### config.mk
export PLATFORM = sky130hd
export DESIGN_NAME = prime_reduce_arb
export DESIGN_NICKNAME = d
export VERILOG_FILES = /design/src/rtl/prime_reduce_arb.sv
export SDC_FILE = /design/constraint.sdc
export NUM_CORES = 1
export LEC_CHECK = 0
export CORE_MARGIN = 5
export CORE_UTILIZATION = 23
export DETAILED_ROUTE_END_ITERATION = 16
export SLEW_MARGIN = 25
export SYNTH_ARGS = -nofsm -noshare
export SYNTH_HDL_FRONTEND = slang
export SYNTH_SLANG_ARGS = --single-unit
### constraint.sdc
create_clock -name clk -period 11.7 [get_ports clk]
set_input_delay 1.755 -clock clk [delete_from_list [all_inputs] [get_ports clk]]
set_output_delay 1.755 -clock clk [all_outputs]
set_load 0.03 [all_outputs]
### src/rtl/prime_reduce_arb.sv
// Two requesters share one mod-7681 reducer; results return through a 2-entry in-order FIFO.
// Define PRIME_REDUCE_ARB_RR_EN for round-robin arbitration (default: fixed priority to port 0).

module prime_reduce (
    input  logic        clk,
    input  logic [26:0] din,
    output logic [12:0] out
);
    localparam int unsigned MODQ = 7681;

    logic [26:0] din_q;
    logic [23:0] f0;
    logic [23:0] f1;
    logic [23:0] f2;
    logic [23:0] f3;
    logic [23:0] r;

    always_ff @(posedge clk) begin
        din_q <= din;
    end

    // 2^13 == 2^9 - 1 (mod 7681): each fold maps hi*2^13 + lo to hi*511 + lo
    function automatic logic [23:0] fold(input logic [23:0] v);
        logic [10:0] hi;
        hi = v[23:13];
        return (24'(hi) << 9) - 24'(hi) + 24'(v[12:0]);
    endfunction

    always_comb begin
        f0 = (24'(din_q[26:13]) << 9) - 24'(din_q[26:13]) + 24'(din_q[12:0]);
        f1 = fold(f0);
        f2 = fold(f1);
        f3 = fold(f2);
        r  = (f3 >= 24'(MODQ)) ? (f3 - 24'(MODQ)) : f3;
        out = 13'(r);
    end
endmodule

module prime_reduce_arb #(
    parameter  int unsigned TAG_W  = 4,
    localparam int unsigned DATA_W = 27,
    localparam int unsigned RES_W  = 13
) (
    input  logic               clk,
    input  logic               rst_n,
    input  logic               req0_valid,
    output logic               req0_ready,
    input  logic [DATA_W-1:0]  req0_data,
    input  logic [TAG_W-1:0]   req0_tag,
    input  logic               req1_valid,
    output logic               req1_ready,
    input  logic [DATA_W-1:0]  req1_data,
    input  logic [TAG_W-1:0]   req1_tag,
    output logic               rsp0_valid,
    input  logic               rsp0_ready,
    output logic [RES_W-1:0]   rsp0_data,
    output logic [TAG_W-1:0]   rsp0_tag,
    output logic               rsp1_valid,
    input  logic               rsp1_ready,
    output logic [RES_W-1:0]   rsp1_data,
    output logic [TAG_W-1:0]   rsp1_tag,
    output logic               busy
);
    localparam int unsigned DEPTH = 2;

    typedef struct packed {
        logic             owner;
        logic [TAG_W-1:0] tag;
        logic [RES_W-1:0] data;
    } entry_t;

    logic              live;
    logic              s1_v;
    logic              s1_owner;
    logic [TAG_W-1:0]  s1_tag;
    entry_t            mem [DEPTH];
    logic              wr_ptr;
    logic              rd_ptr;
    logic [1:0]        fifo_count;
    entry_t            head;
    logic              fifo_nempty;
    logic              pop;
    logic [2:0]        occ;
    logic              credit;
    logic              win0;
    logic              win1;
    logic              iss0;
    logic              iss1;
    logic [DATA_W-1:0] red_in;
    logic [RES_W-1:0]  red_out;

    prime_reduce u_reduce (
        .clk (clk),
        .din (red_in),
        .out (red_out)
    );

    // Held low by reset so no grant is offered until the first edge after release.
    always_ff @(posedge clk or negedge rst_n) begin
        if (!rst_n) live <= 1'b0;
        else        live <= 1'b1;
    end

    assign head        = mem[rd_ptr];
    assign fifo_nempty = (fifo_count != 2'd0);
    assign pop         = fifo_nempty & (head.owner ? rsp1_ready : rsp0_ready);
    assign occ         = 3'(fifo_count) + 3'(s1_v) - 3'(pop);
    assign credit      = live & (occ < 3'(DEPTH));

`ifdef PRIME_REDUCE_ARB_RR_EN
    logic rr_pri;

    // rr_pri names the port that wins the next conflict.
    always_ff @(posedge clk or negedge rst_n) begin
        if (!rst_n)    rr_pri <= 1'b0;
        else if (iss0) rr_pri <= 1'b1;
        else if (iss1) rr_pri <= 1'b0;
    end

    assign win0 = ~req1_valid | ~rr_pri;
    assign win1 = ~req0_valid | rr_pri;
`else
    assign win0 = 1'b1;
    assign win1 = ~req0_valid;
`endif

    assign req0_ready = credit & win0;
    assign req1_ready = credit & win1;
    assign iss0       = req0_valid & req0_ready;
    assign iss1       = req1_valid & req1_ready;
    assign red_in     = iss1 ? req1_data : req0_data;

    always_ff @(posedge clk or negedge rst_n) begin
        if (!rst_n) s1_v <= 1'b0;
        else        s1_v <= iss0 | iss1;
    end

    always_ff @(posedge clk) begin
        s1_owner <= iss1;
        s1_tag   <= iss1 ? req1_tag : req0_tag;
    end

    // S1 never stalls: the credit check guarantees a free FIFO slot for it.
    always_ff @(posedge clk) begin
        if (s1_v) mem[wr_ptr] <= '{owner: s1_owner, tag: s1_tag, data: red_out};
    end

    always_ff @(posedge clk or negedge rst_n) begin
        if (!rst_n) begin
            wr_ptr     <= 1'b0;
            rd_ptr     <= 1'b0;
            fifo_count <= 2'd0;
        end else begin
            wr_ptr     <= wr_ptr ^ s1_v;
            rd_ptr     <= rd_ptr ^ pop;
            fifo_count <= fifo_count + 2'(s1_v) - 2'(pop);
        end
    end

    assign rsp0_valid = fifo_nempty & ~head.owner;
    assign rsp1_valid = fifo_nempty & head.owner;
    assign rsp0_data  = head.data;
    assign rsp1_data  = head.data;
    assign rsp0_tag   = head.tag;
    assign rsp1_tag   = head.tag;
    assign busy       = s1_v | fifo_nempty;
endmodule

==> reports/metrics.csv <==
stage,metric,value,unit
yosys,#FFs+latches synth,74,
finish,nets,1242,
finish,utilization after layout,31.3,%
yosys,area share of the largest cell type after synthesis,13.5,%
timing,Achievable Freq,89.7,MHz
timing,max-slew violations,0,
yosys,Post-synth EDFFs,36,
clock_network,Clock transition at path regs,0.06,ns
timing,setup TNS,0,ns
timing,Final Setup Violations,0,
clock_network,CTS Hold Bufs,0,
yosys,Synth Cell Area,8000,sq um
finish,area added between synthesis and finish,34.9,%
clock_network,Root Buffer,clkbuf_16,
place,HPWL after DPL,18100,microns
yosys,cell count after synthesis,905,
flow_run,Max Cap Violations,0,
timing,Fin Hold WS,0.424,ns
setup_path,Worst setup SP type,flop,
setup_path,Critical Path Slowest Stage Cell,a2111oi_0,
die,IO Pins,107,
timing,Max transition margin,40.4,%
global_route,grt ovf,0,
global_route,initial antenna violation count,0,
worst_hold_path,hold crit path type,flop to flop,
timing,final worst clock skew,0.00838,ns
yosys,Post-Synthesis Net Count,1063,
route,DR pass1 iterations,4,
yosys,Ys Warns,0,
finish,fillers,3633,
timing,Slew @ Worst Pin,0.894,ns
setup_path,Arrival @ worst endpoint,11.24,ns
clock_network,clk sinks,74,
die,die height,196,microns
clock_network,CTS tree,yes,
yosys,Post-synth ARST share,8.11,%
clock_network,H-tree levels,3,
setup_path,Crit path required time,11.79,ns
route,Vias,7097,
die,Die Area,38600,sq um
route,residual DRC count,0,
setup_path,crit path kind,flop to flop,
clock_network,CTS Buffer Depth,2,
place,Port Buf Inserts,106,
route,DRT Wirelength,21600,microns
die,Initial Util,23.2,%
die,Rows,68,
yosys,biggest area consumer among synthesized cells,edfxtp_1,
timing,period utilisation layout,95.3,%
global_route,vias in the first global route,7266,
yosys,synth top area cells,"edfxtp_1 14%, ha_1 13%, dfxtp_1 8.0%",
place,post-place setup slack,-0.0758,ns
yosys,Post-synth top flop,edfxtp_1,
yosys,post-synthesis cell type count,98,
route,Wirelength per Cell,14.0,microns
timing,Final min period,11.15,ns
die,Die X,196,microns
run_status,status,completed,
yosys,sequential fraction of the synthesis area,23.4,%
global_route,global-route wire length before repair,35300,microns
global_route,Total GRT Usage,11.0,%
route,DRT antenna net count,0,
yosys,Mean Syn Cell Area,8.84,sq um
route,via/cell ratio,4.60,
place,GP Congestion,0.940,
global_route,largest net degree at the start of global routing,33,
setup_path,Worst setup EP type,flop,
finish,Antenna Cells,0,
setup_path,Worst path max stage delay,0.48,ns
setup_path,crit path max fanout,7,
route,DRT iter0 DRCs,285,
finish,share of cells above drive strength 1,24.4,%
clock_network,Num CTS Buffers,9,
timing,worst setup margin,0.553,ns
clock_network,worst-skew pair later-pin latency,0.34,ns
timing,final hold violations,0,
die,Core Box Area,34500,sq um
-- worst max-delay path: cells and delay by family (launching register included) --
kind            cells  cell delay (ns)
compound gates     23             3.83
simple gates       15             2.87
fa+ha+maj           6             2.00
buf+inv             7             0.69
mux                 2             0.60
flops               1             0.45
xor+xnor            2             0.43
-- layout by cell type (no fill, tap or decap), drive strengths merged, types with 6 or more instances in the layout --
cell type / n
a31oi: 11
nor3: 22
clkdlybuf4s50: 106
fa: 9
nand3: 21
and3: 7
nor2: 64
o21a: 7
a21boi: 6
inv: 74
dfrtp: 6
mux2: 52
o211ai: 10
or3: 8
ha: 81
xor2: 31
a21o: 15
buf: 105
a21oi: 74
nand2b: 9
a211oi: 12
nor2b: 8
o21bai: 23
xnor2: 60
o21ai: 31
nor4: 7
nand4: 7
clkbuf: 11
and2: 13
edfxtp: 36
dfxtp: 32
nand2: 60
-- cell type report --
type / instances / area (sq um) / share of cell area (%)
clock buffers: 11 / 264 / 2.45
clock inverters: 5 / 42.5 / 0.394
inverters: 72 / 270 / 2.51
multi-input cells: 716 / 5920 / 54.9
flip-flops and latches: 74 / 1870 / 17.4
well taps: 455 / 569 / 5.28
repair buffers: 211 / 1850 / 17.1
-- per-stage QoR --
| step | instances | area, sq um |
|---|---|---|
| finish | 1544 | 10800 |
| global route | 1544 | 10800 |
| CTS | 1536 | 10400 |
| detailed placement | 1520 | 10100 |
| global placement | 1520 | 10100 |
| floorplan | 905 | 8020 |
-- final timing paths --
kind | slack (ns) | start | end | depth (start not counted)
setup / recovery | 0.55 | u_reduce.din_q[25] | mem[0][1] | 55
hold / removal | 0.42 | s1_tag[2] | mem[1][15] | 0
setup reg to reg | 0.55 | u_reduce.din_q[25] | mem[0][1] | 55
hold reg to reg | 0.42 | s1_tag[2] | mem[1][15] | 0
max in group asynchronous | 9.83 | rst_n | rd_ptr | 1
min in group asynchronous | 1.65 | rst_n | live | 1
-- state kept, by name, indices dropped and copies added, names as in the netlist --
register / cells
s1_v: 1
wr_ptr: 1
fifo_count: 2
s1_owner: 1
mem: 36
u_reduce.din_q: 27
s1_tag: 4
rd_ptr: 1
live: 1
-- what timing repair did --
action,4_1_cts,5_1_grt
endpoints found under the setup margin,24,26
resized for setup,4,67
pin swaps,0,25
buffers inserted,0,8
-- cells in the mapped netlist (all sizes together) (3+ instances only) --
| master | instances |
|---|---|
| inv | 72 |
| mux2 | 52 |
| mux2i | 3 |
| nand4 | 7 |
| or3 | 8 |
| o211a | 3 |
| fa | 9 |
| and4 | 5 |
| a211oi | 12 |
| nor3 | 22 |
| a2111oi | 5 |
| a31o | 3 |
| edfxtp | 36 |
| a21o | 15 |
| xnor2 | 60 |
| and2 | 13 |
| o22ai | 4 |
| o21a | 7 |
| nand3 | 21 |
| o21bai | 23 |
| o211ai | 10 |
| a21oi | 74 |
| o21ai | 31 |
| dfrtp | 6 |
| clkbuf | 7 |
| nor4 | 7 |
| ha | 81 |
| buf | 36 |
| and3 | 7 |
| nand2 | 60 |
| nor2b | 8 |
| a22oi | 4 |
| nor2 | 64 |
| dfxtp | 32 |
| xor2 | 31 |
| a31oi | 11 |
| nand2b | 9 |
| a21boi | 6 |
-- per-layer routing --
metal | global-route usage (%) | vias up | share of wire, %
met2 | 19.7 | 157 | 50
met3 | 1.93 | 35 | 3.8
met5 | 0 | - | 0
met1 | 13.6 | 3295 | 44
li1 | - | 3610 | -
met4 | 3.21 | 0 | 2.2
-- kinds of logic after synthesis --
family	synth area share, %
other cells	0.0469
simple gates	15.5
mux	7.74
flops	23.4
fa+ha+maj	15.1
xor+xnor	10.4
compound gates	21.1
buf+inv	6.66
Power is not shown: default switching activity piles up to over one toggle a cycle in this logic, so the estimate is an artifact.
